--- src/rtl/instr_fetch_unit_if.sv ---
// Instruction-memory request/response bundle between the fetch unit (master) and imem (slave).
interface instr_fetch_unit_if #(
  parameter int unsigned ADDR_W = 64
);
  logic              imem_req;
  logic [ADDR_W-1:0] imem_addr;
  logic [31:0]       imem_rdata;
  logic              imem_valid;

  modport master (output imem_req, output imem_addr, input imem_rdata, input imem_valid);
  modport slave  (input imem_req, input imem_addr, output imem_rdata, output imem_valid);
endinterface

--- src/rtl/instr_fetch_unit.sv ---
// LEGv8 instruction-fetch front end: owns the PC, fetches over req/valid, retires with branch select.
// Optional RETIRE_COUNT_EN macro adds retired/taken instruction counters.
module instr_fetch_unit #(
  parameter int unsigned       ADDR_W   = 64,
  parameter logic [ADDR_W-1:0] RESET_PC = '0,
  parameter int unsigned       TIMEOUT  = 15
) (
  input  logic                clk,
  input  logic                reset_n,
  instr_fetch_unit_if.master  imem,
  output logic [31:0]         instruction,
  output logic [ADDR_W-1:0]   instr_pc,
  output logic                instr_valid,
  input  logic                stall,
  input  logic                BrTaken,
  input  logic                UncondBr,
  output logic                fetch_err
`ifdef RETIRE_COUNT_EN
  ,
  output logic [63:0]         retired_cnt,
  output logic [63:0]         taken_cnt
`endif
);

  localparam int unsigned CNT_W = $clog2(TIMEOUT + 1);

  typedef enum logic [1:0] {
    S_IDLE = 2'd0,
    S_REQ  = 2'd1,
    S_HOLD = 2'd2,
    S_ERR  = 2'd3
  } state_e;

  state_e            state_q, state_d;
  logic [ADDR_W-1:0] pc_q, pc_d;
  logic [31:0]       ir_q, ir_d;
  logic [CNT_W-1:0]  wait_q, wait_d;
  logic              req_q, req_d;
  logic              ivalid_q, ivalid_d;
  logic              err_q, err_d;

  logic [ADDR_W-1:0] off26, off19, next_pc;

  // Branch offsets are word offsets, sign-extended and scaled to bytes.
  always_comb begin
    off26   = {{(ADDR_W-28){ir_q[25]}}, ir_q[25:0], 2'b00};
    off19   = {{(ADDR_W-21){ir_q[23]}}, ir_q[23:5], 2'b00};
    next_pc = pc_q + ADDR_W'(4);
    if (BrTaken) begin
      next_pc = UncondBr ? (pc_q + off26) : (pc_q + off19);
    end
  end

  always_comb begin
    state_d = state_q;
    pc_d    = pc_q;
    ir_d    = ir_q;
    wait_d  = wait_q;
    case (state_q)
      S_IDLE: state_d = S_REQ;
      S_REQ: begin
        if (imem.imem_valid) begin
          ir_d    = imem.imem_rdata;
          wait_d  = '0;
          state_d = S_HOLD;
        end else begin
          wait_d = wait_q + CNT_W'(1);
          if (wait_q == CNT_W'(TIMEOUT - 1)) begin
            state_d = S_ERR;
          end
        end
      end
      S_HOLD: begin
        if (!stall) begin
          pc_d    = next_pc;
          state_d = S_REQ;
        end
      end
      S_ERR:   state_d = S_ERR;
      default: state_d = S_IDLE;
    endcase
    // Handshake/status outputs are registered copies of the next state.
    req_d    = (state_d == S_REQ);
    ivalid_d = (state_d == S_HOLD);
    err_d    = (state_d == S_ERR);
  end

`ifdef RETIRE_COUNT_EN
  logic        retire;
  logic [63:0] retired_q, retired_d;
  logic [63:0] taken_q, taken_d;

  always_comb begin
    retire    = (state_q == S_HOLD) && !stall;
    retired_d = retired_q;
    taken_d   = taken_q;
    if (retire) begin
      retired_d = retired_q + 64'd1;
      if (BrTaken) begin
        taken_d = taken_q + 64'd1;
      end
    end
  end

  always_ff @(posedge clk or negedge reset_n) begin
    if (!reset_n) begin
      retired_q <= '0;
      taken_q   <= '0;
    end else begin
      retired_q <= retired_d;
      taken_q   <= taken_d;
    end
  end

  assign retired_cnt = retired_q;
  assign taken_cnt   = taken_q;
`endif

  always_ff @(posedge clk or negedge reset_n) begin
    if (!reset_n) begin
      state_q  <= S_IDLE;
      pc_q     <= RESET_PC;
      ir_q     <= '0;
      wait_q   <= '0;
      req_q    <= 1'b0;
      ivalid_q <= 1'b0;
      err_q    <= 1'b0;
    end else begin
      state_q  <= state_d;
      pc_q     <= pc_d;
      ir_q     <= ir_d;
      wait_q   <= wait_d;
      req_q    <= req_d;
      ivalid_q <= ivalid_d;
      err_q    <= err_d;
    end
  end

  assign imem.imem_req  = req_q;
  assign imem.imem_addr = pc_q;
  assign instruction    = ir_q;
  assign instr_pc       = pc_q;
  assign instr_valid    = ivalid_q;
  assign fetch_err      = err_q;

endmodule

--- src/flat_wrapper.sv ---
// flat-port wrapper written by rule: the top's interface ports become plain ports
module instr_fetch_unit_flat 
#(
  parameter int unsigned       ADDR_W   = 64,
  parameter logic [ADDR_W-1:0] RESET_PC = '0,
  parameter int unsigned       TIMEOUT  = 15
)
  (clk, reset_n, instruction, instr_pc, instr_valid, stall, BrTaken, UncondBr, fetch_err, imem_imem_req, imem_imem_addr, imem_imem_rdata, imem_imem_valid);
  instr_fetch_unit_if #(.ADDR_W(ADDR_W)) imem_i ();
  input  logic clk;
  input  logic reset_n;
  output logic [31:0] instruction;
  output logic [ADDR_W-1:0] instr_pc;
  output logic instr_valid;
  input  logic stall;
  input  logic BrTaken;
  input  logic UncondBr;
  output logic fetch_err;
  output wire logic [$bits(imem_i.imem_req)-1:0] imem_imem_req;
  output wire logic [$bits(imem_i.imem_addr)-1:0] imem_imem_addr;
  input wire logic [$bits(imem_i.imem_rdata)-1:0] imem_imem_rdata;
  input wire logic [$bits(imem_i.imem_valid)-1:0] imem_imem_valid;
  assign imem_imem_req = imem_i.imem_req;
  assign imem_imem_addr = imem_i.imem_addr;
  assign imem_i.imem_rdata = imem_imem_rdata;
  assign imem_i.imem_valid = imem_imem_valid;
  instr_fetch_unit #(.ADDR_W(ADDR_W), .RESET_PC(RESET_PC), .TIMEOUT(TIMEOUT)) u_core (.clk(clk), .reset_n(reset_n), .imem(imem_i), .instruction(instruction), .instr_pc(instr_pc), .instr_valid(instr_valid), .stall(stall), .BrTaken(BrTaken), .UncondBr(UncondBr), .fetch_err(fetch_err));
endmodule
--- config.mk ---
export PLATFORM = sky130hd
export DESIGN_NAME = instr_fetch_unit_flat
export DESIGN_NICKNAME = d
export VERILOG_FILES = /design/src/rtl/instr_fetch_unit_if.sv /design/src/rtl/instr_fetch_unit.sv /design/src/flat_wrapper.sv
export SDC_FILE = /design/constraint.sdc
export NUM_CORES = 1
export LEC_CHECK = 0
export BUFFER_PORTS_ARGS = -buffer_cell sky130_fd_sc_hd__buf_2
export CAP_MARGIN = 20
export CORE_UTILIZATION = 55
export DETAILED_ROUTE_END_ITERATION = 8
export HOLD_SLACK_MARGIN = 0.15
export PLACE_DENSITY = 0.94
export SLEW_MARGIN = 20
export SYNTH_ARGS = -nofsm -noshare
export SYNTH_HDL_FRONTEND = slang
export SYNTH_SLANG_ARGS = --single-unit
--- constraint.sdc ---
create_clock -name clk -period 7.3 [get_ports clk]
set_input_delay 1.46 -clock clk [delete_from_list [all_inputs] [get_ports clk]]
set_output_delay 1.46 -clock clk [all_outputs]
set_load 0.05 [all_outputs]
==> results.cfg, run 1 <==
[logic_synthesis]
synth_top_cell_by_area = dfrtp_1
syn-cell-area_sq_mm = 0.00827
yosysUniqueCellTypes = 60
yosysWarnings = 0
syn_inst = 965
ys_async_sr_fraction_pct = 100
yosysSeqAreaShare_pct = 31.2
ys.flop_type = dfrtp_1
synth_seq_cells = 103
synth-edff-count = 0
yosysTopAreaCellShare_pct = 31.2
ys_top_cells_by_area = dfrtp_1 31%, ha_1 9.5%, buf_4 6.1%
synth.avg_cell_area_sq_um = 8.57

[route]
via_count = 7575
dr.first_iter.drc_count = 812
drcViolationCount = 0
wl_per_cell_um = 17.2
dr.pass1.iters = 5
wl_mm = 21.6
viasPerCell = 6.04
drt.antenna.violating_nets = 0

[floorplanning]
core.rowCount = 44
die-area_sq_mm = 0.0155
die_y_um = 125
pin_count = 201
start_util_pct = 56.7
fp.dieW_um = 125
core_area_sq_mm = 0.0146

[place]
place.gp.congestion = 0.975
io_buffers = 196
dp_hpwl_mm = 16.5

[grt]
use_met1_pct = 37.9
met2_usage_pct = 43.3
grt_max_degree = 120
grt.busiest_layer = met2
grt_pass1_vias = 6909
grt-ovfl-total = 0
antenna_found_initial = 0
use_met3_pct = 4.47
gr-usage-all-layers_pct = 27.4
grt_first_pass_wirelength_mm = 34.8

[sta]
rsz0062_at_grt = no
drv_slew = 0
slew_headroom_pct = 29.9
worstMarginPinSlew_ns = 1.05
finalCritPeriodShare_pct = 76.8
hold_violations = 0
fin_skew_ns = 0.0124
setup_viol = 0
fin_tns_setup_ns = 0
clock.fmax_ghz = 0.178
min_period_ns = 5.60

[worst_hold_path]
hp-class = flop to flop

[setup_path]
crit_fanout = 26
path_class = primary input to flop
ff2ff_setup_slack_ns = 2.89
start_kind = primary input
cp-end-kind = flop
critPathArrivalTime_ns = 5.86
cp_data_required_time_ns = 7.56

[clock_tree]
post_cts_buffers = 0
cts_root_buf = clkbuf_16
clk_latency_ns = 0.37
cts_made_buffers = 9
htreeDepth = 3
cts.path.max_buffers = 2
path_clk_slew_ns = 0.08
cts_hold_buf = 0
cts_tree = built
cts_resized = 0
cts_sinks = 103

[layout]
antenna_cells = 0
areaGrowthSynthToFinish_pct = 10.5
nNetsFinal = 1168
drive_gt1_share_pct = 24.5

[outcome]
status = finished, final reports clean

[run]
cap_viol_max_count = 0
## final timing paths
check,startpoint,end,depth (start not counted)
setup / recovery,UncondBr,u_core.imem.imem_addr[59],15
hold reg to reg,u_core.wait_q[3],u_core.wait_q[3],1
hold / removal,u_core.wait_q[3],u_core.wait_q[3],1
setup reg to reg,u_core.instruction[23],u_core.imem.imem_addr[59],13
min in group asynchronous,reset_n,u_core.instruction[31],1
max in group asynchronous,reset_n,u_core.imem.imem_addr[32],2
## placed cells by master, fill, tap and decap left out, types with 9 or more instances in the layout
cell and count:
a211oi_1 9, a21o_1 31, a21oi_1 74, a31oi_1 9
buf_2 195, clkbuf_16 9, dfrtp_1 103, ha_1 63
inv_1 23, mux2_2 35, mux2i_1 17, nand2_1 123
nand3_1 13, nand4_1 22, nor2_1 35, nor2b_1 25
nor3_1 10, o21ai_0 97, o21bai_1 15, xnor2_1 35
xor2_1 20
## cell type report
cell class                      instances  area (sq um)
Clock buffer                           10           229
Clock inverter                          6          56.3
Fill cell                            1180          5450
Inverter                               23          86.3
Multi-Input combinational cell        729          4950
Sequential cell                       103          2580
Tap cell                              184           230
Timing Repair Buffer                  200          1010
## registers in the layout, summed over array words and instances (netlist names)
| signal | count |
|---|---|
| u_core.imem.imem_addr | 62 |
| u_core.instruction | 32 |
| u_core.wait_q | 4 |
| u_core.state_q | 2 |
| u_core.fetch_err | 1 |
| u_core.imem.imem_req | 1 |
| u_core.instr_valid | 1 |
## cells in the mapped netlist (10+ instances only)
library cell and n:
nor3_1 10, nor2_1 35, ha_1 63, buf_4 67
mux2_2 35, xnor2_1 35, nand4_1 22, dfrtp_1 103
clkbuf_1 39, a21o_1 31, inv_1 23, nand3_1 13
nor2b_1 25, o21ai_0 97, nand2_1 124, xor2_1 20
mux2i_1 17, o21bai_1 15, a21oi_1 74
## metrics by stage
step	area, sq um	setup slack (ns)	utilization (%)	instances	hold slack (ns)
finish	9140	1.70	62.7	1255	0.497
CTS	9140	1.81	62.7	1255	0.495
detailed placement	8860	1.47	60.7	1239	0.481
floorplan	8290	0.321	-	968	0.450
global placement	8860	1.55	60.7	1239	0.470
global route	9140	1.48	62.7	1255	0.525
## routing by layer
metal / wire length, um / part of all wire, %
met5: 0 / 0
met4: 604 / 2.8
met3: 1500 / 6.9
met2: 9820 / 45
met1: 9670 / 45
## kinds of logic after synthesis
| kind of cell | count (synthesis) | share of synthesized area [%] |
|---|---|---|
| other | 1 | 0.0453 |
| muxes | 52 | 6.82 |
| DFF | 103 | 31.2 |
| buffers and inverters | 136 | 9.28 |
| xor gates and xnor gates | 55 | 5.82 |
| adders and majority gates | 64 | 9.77 |
| AOI/OAI and AO/OA | 295 | 22.6 |
| and+or+nand+nor | 259 | 14.5 |
## worst max-delay path: stages
cell	delay, ns
buf_2	0.51
mux2_2	0.41
nand2_1	0.12
inv_1	0.06
ha_1	0.29
a211oi_1	0.29
nor2_1	0.15
a2111oi_0	0.67
nor2_1	0.23
a211oi_1	0.43
o21ai_0	0.37
a21boi_0	0.36
o21ai_0	0.17
xnor2_1	0.14
o21ai_0	0.20
Power of run 1 is left out: the tool's default activity adds up to more than one toggle a clock period on the data nets, which glitch-free logic cannot reach.
==> run 2: changes to the inputs <==
CORE_UTILIZATION = 50   (was 55)
PLACE_DENSITY = 0.9   (was 0.94)
clock period = 4.8 ns   (was 7.3 ns; I/O delays follow)
==> results.cfg, run 2 (same netlist as run 1, synthesis figures left out) <==
[layout]
mostFrequentLayoutCells = 195 x buf_2, 123 x nand2_1, 103 x dfrtp_1, 97 x o21ai_0, 74 x a21oi_1
antenna_cells = 0
final_common_cell = buf_2
drive_gt1_share_pct = 26.7
nNetsFinal = 1201
largest_reg_flops = 62
areaGrowthSynthToFinish_pct = 14.6
nFillCells = 1400

[route]
wl_met3_mm = 1.32
wl_per_cell_um = 16.6
wl_met1_mm = 10.1
dr.pass1.iters = 5
highest_layer = met4
wl_met2_mm = 9.92
drt.antenna.violating_nets = 0
via_count = 7528
wl_mm = 21.9
dr.first_iter.drc_count = 806
viasPerCell = 5.70
drcViolationCount = 0

[floorplanning]
fp.dieW_um = 131
core.rowCount = 46
start_util_pct = 51.7
core_area_sq_mm = 0.0160
pin_count = 201
die_y_um = 131
die-area_sq_mm = 0.0171

[setup_path]
cp_data_required_time_ns = 5.03
critPathArrivalTime_ns = 4.66
start_kind = primary input
path_class = primary input to flop
path_buf_inv = 3
cp_top_family = compound AO/OA/AOI/OAI gates
crit_fanout = 21
slowest_stage = a2111oi_0
crit_path_frequent_cell = o21ai_0
cp-end-kind = flop
path_cells = buf_2 > buf_12 > mux2i_1 > nor2b_1 > ha_1 > a21oi_1 > nand2_1 > a2111oi_0 > buf_4 > nor2_1 > a211oi_1 > o21ai_0 > a21boi_0 > o21ai_0 > xnor2_1 > o21ai_0
max_stage_delay_ns = 0.46

[grt]
grt_pass1_vias = 6932
grt_max_degree = 120
antenna_found_initial = 0
gr-usage-all-layers_pct = 26.2
grt-ovfl-total = 0
grt_first_pass_wirelength_mm = 35.1

[clock_tree]
cts_resized = 0
cts_sinks = 103
cts_root_buf = clkbuf_16
htreeDepth = 3
cts.path.max_buffers = 2
cts_made_buffers = 9
clk_latency_ns = 0.37
path_clk_slew_ns = 0.08
cts_tree = built
post_cts_buffers = 0
cts_hold_buf = 0

[place]
io_buffers = 196
dp_hpwl_mm = 16.9
place.gp.congestion = 0.952

[outcome]
status = finished, final reports clean

[sta]
drv_slew = 0
fin_tns_setup_ns = 0
hold_violations = 0
rsz0062_at_grt = no
min_period_ns = 4.43
setup_viol = 0
finalCritPeriodShare_pct = 92.4
slew_headroom_pct = 42.4
clock.fmax_ghz = 0.226
worstMarginPinSlew_ns = 0.863
fin_skew_ns = 0.00559

[worst_hold_path]
hp-class = flop to flop

[run]
cap_viol_max_count = 0
-- run 2: cell count changes in the layout (fill, tap and decap cells not counted) --
cell        before  now
buf_4            5   35
a21boi_2         1    0
clkinvlp_4       0    1
buf_12           0    3
clkinv_2         1    0
a21boi_4         0    1
-- run 2: cell type report --
cell class              instances  area, sq um  share of cell area (%)
inverters                      23         86.3                   0.911
clock inverters                 6         58.8                   0.620
well taps                     216          270                    2.85
multi-input cells             729         4960                    52.3
clock buffers                  10          229                    2.42
flip-flops and latches        103         2580                    27.2
repair buffers                233         1300                    13.7
-- run 2: worst paths after layout --
| path | from | endpoint | slack, ns | cells after the start |
|---|---|---|---|---|
| min in group asynchronous | reset_n | u_core.instruction[26] | 0.68 | 1 |
| hold reg to reg | u_core.instruction[28] | u_core.instruction[28] | 0.50 | 1 |
| setup reg to reg | u_core.instruction[5] | u_core.imem.imem_addr[62] | 0.76 | 15 |
| max in group asynchronous | reset_n | u_core.imem.imem_addr[37] | 3.13 | 2 |
| setup / recovery | UncondBr | u_core.imem.imem_addr[59] | 0.37 | 16 |
| hold / removal | u_core.instruction[28] | u_core.instruction[28] | 0.50 | 1 |
-- run 2: metal layers --
layer / vias to the layer above / track usage [%]
li1: 3659 / -
met1: 3513 / 36.8
met2: 313 / 40.6
met3: 43 / 3.71
met4: 0 / 10.8
met5: - / 0
-- run 2: per-stage QoR --
| stage | cells | worst slack, ns | util, % | hold WS (ns) | instance area (sq um) |
|---|---|---|---|---|---|
| 4_1_cts | 1319 | 0.410 | 59.1 | 0.510 | 9460 |
| 5_1_grt | 1320 | 0.0359 | 59.2 | 0.524 | 9480 |
| 2_1_floorplan | 968 | 0.0773 | - | 0.450 | 8300 |
| 3_3_place_gp | 1303 | 0.203 | 57.3 | 0.476 | 9170 |
| 3_5_place_dp | 1303 | 0.0793 | 57.3 | 0.487 | 9170 |
| 6_report | 1320 | 0.366 | 59.2 | 0.504 | 9480 |
Power of run 2 is left out for the same reason.
==> run 3: changes to the inputs <==
--- a/config.mk
+++ b/config.mk
@@ -9,6 +9,7 @@
 export CAP_MARGIN = 20
-export CORE_UTILIZATION = 50
+export CORE_UTILIZATION = 51
+export CTS_BUF_LIST = sky130_fd_sc_hd__clkbuf_4 sky130_fd_sc_hd__clkbuf_8
 export DETAILED_ROUTE_END_ITERATION = 8
 export HOLD_SLACK_MARGIN = 0.15
-export PLACE_DENSITY = 0.9
+export PLACE_DENSITY = 0.92
 export SLEW_MARGIN = 20
==> constraint.sdc (replaced) <==
create_clock -name clk -period 4.8 [get_ports clk]
set_input_delay 0.48 -clock clk [delete_from_list [all_inputs] [get_ports clk]]
set_output_delay 0.48 -clock clk [all_outputs]
set_load 0.05 [all_outputs]
==> results.cfg, run 3 (same netlist as run 1, synthesis figures left out) <==
[outcome]
status = finished, final reports clean

[setup_path]
cp_data_required_time_ns = 5.09
start_kind = flop
cp-startpoint = u_core.instruction[23]
timing.rr.start = u_core.instruction[23]
max_stage_delay_ns = 0.56
cp-end-kind = flop
crit_fanout = 7
critPathArrivalTime_ns = 4.45
path_class = flop to flop
path_cells = nand2b_1 > a21boi_0 > ha_1 > and2_1 > nand3_1 > or4_1 > a21oi_2 > o2111ai_2 > a2111o_1 > a2111oi_4 > nor3_1 > or3_1
slowest_stage = a2111o_1

[route]
dr.pass1.iters = 5
drt.antenna.violating_nets = 0
dr.first_iter.drc_count = 629
viasPerCell = 5.85
wl_per_cell_um = 16.9
wl_mm = 21.9
drcViolationCount = 0
via_count = 7575

[layout]
largest_reg_flops = 62
antenna_cells = 0
areaGrowthSynthToFinish_pct = 10.7
final_common_cell = buf_2
postLayoutCoreUtil_pct = 57.7
stdcell_count = 1294
mostFrequentLayoutCells = 195 x buf_2, 123 x nand2_1, 103 x dfrtp_1, 97 x o21ai_0, 74 x a21oi_1
drive_gt1_share_pct = 25.0
nNetsFinal = 1175

[sta]
fin_ws_ns = 0.645
worstMarginPinSlew_ns = 0.702
min_period_ns = 4.15
slew_headroom_pct = 52.0
hold_violations = 0
clock.fmax_ghz = 0.241
fin_skew_ns = 0.00908
drv_slew = 0
setup_viol = 0
rsz0062_at_grt = no
finalCritPeriodShare_pct = 86.6
fin_tns_setup_ns = 0

[grt]
grt_first_pass_wirelength_mm = 34.8
grt-ovfl-total = 0
antenna_found_initial = 0
gr-usage-all-layers_pct = 26.4
grt_max_degree = 120
grt_pass1_vias = 7033

[clock_tree]
cts.path.max_buffers = 2
cts_root_buf = clkbuf_8
post_cts_buffers = 0
cts_sinks = 103
htreeDepth = 3
clk_latency_ns = 0.41
cts_tree = built
cts_made_buffers = 9
path_clk_slew_ns = 0.11

[floorplanning]
core.rowCount = 46
fp.dieW_um = 129
die_y_um = 129
die-area_sq_mm = 0.0167
start_util_pct = 52.1
pin_count = 201
core_area_sq_mm = 0.0159

[worst_hold_path]
hp-class = primary input to flop
min_from = imem_imem_rdata[29]

[place]
place.gp.congestion = 0.959
dp_cells = 1276
dp_hpwl_mm = 16.7
dp_slack_ns = 0.373
io_buffers = 196

[run]
cap_viol_max_count = 0
==> run 3: cell count changes in the layout (fill, tap and decap cells not counted), moves of 2 or more <==
cell	change
clkbuf_16	-9
inv_8	-2
buf_4	-26
clkbuf_8	+9
==> run 3: layout make-up <==
cell class / count / area [sq um]
clock buffers: 10 / 131
repair buffers: 207 / 1090
clock inverters: 6 / 51.3
well taps: 216 / 270
fillers: 1410 / 6720
multi-input cells: 729 / 4950
flip-flops and latches: 103 / 2580
inverters: 23 / 86.3
==> run 3: through the flow <==
| stage | hold WS [ns] | instance area (sq um) |
|---|---|---|
| 2_1_floorplan | 0.184 | 8290 |
| 3_3_place_gp | 0.475 | 8950 |
| 3_5_place_dp | 0.488 | 8950 |
| 4_1_cts | 0.282 | 9140 |
| 5_1_grt | 0.285 | 9160 |
| 6_report | 0.295 | 9160 |
==> run 3: per-layer routing <==
metal / routed length [um] / global-route usage [%]
met1: 9920 / 35.8
met2: 10200 / 42.3
met3: 1290 / 3.63
met4: 541 / 11.0
met5: 0 / 0
==> run 3: worst paths after layout <==
path	slack (ns)	cells past startpoint	to
max in group asynchronous	3.07	3	u_core.imem.imem_addr[54]
min in group asynchronous	0.62	2	u_core.imem.imem_addr[39]
setup reg to reg	0.65	12	u_core.imem.imem_addr[62]
hold reg to reg	0.51	1	u_core.imem.imem_addr[63]
setup / recovery	0.65	12	u_core.imem.imem_addr[62]
hold / removal	0.30	2	u_core.instruction[29]
==> run 3: worst max-delay path, delay by kind of cell (launching register included) <==
kind	cells	cell delay, ns
AO/OA/AOI/OAI	5	1.53
adder cells (fa/ha/maj)	1	0.42
AND/OR/NAND/NOR	6	1.63
flip-flops	1	0.45
==> run 3: what timing repair did <==
item | CTS | global route
endpoints found under the hold margin | 51 | 0
hold buffers | 1 | 0
gates resized for setup | 0 | 0
Power of run 3 is left out for the same reason.
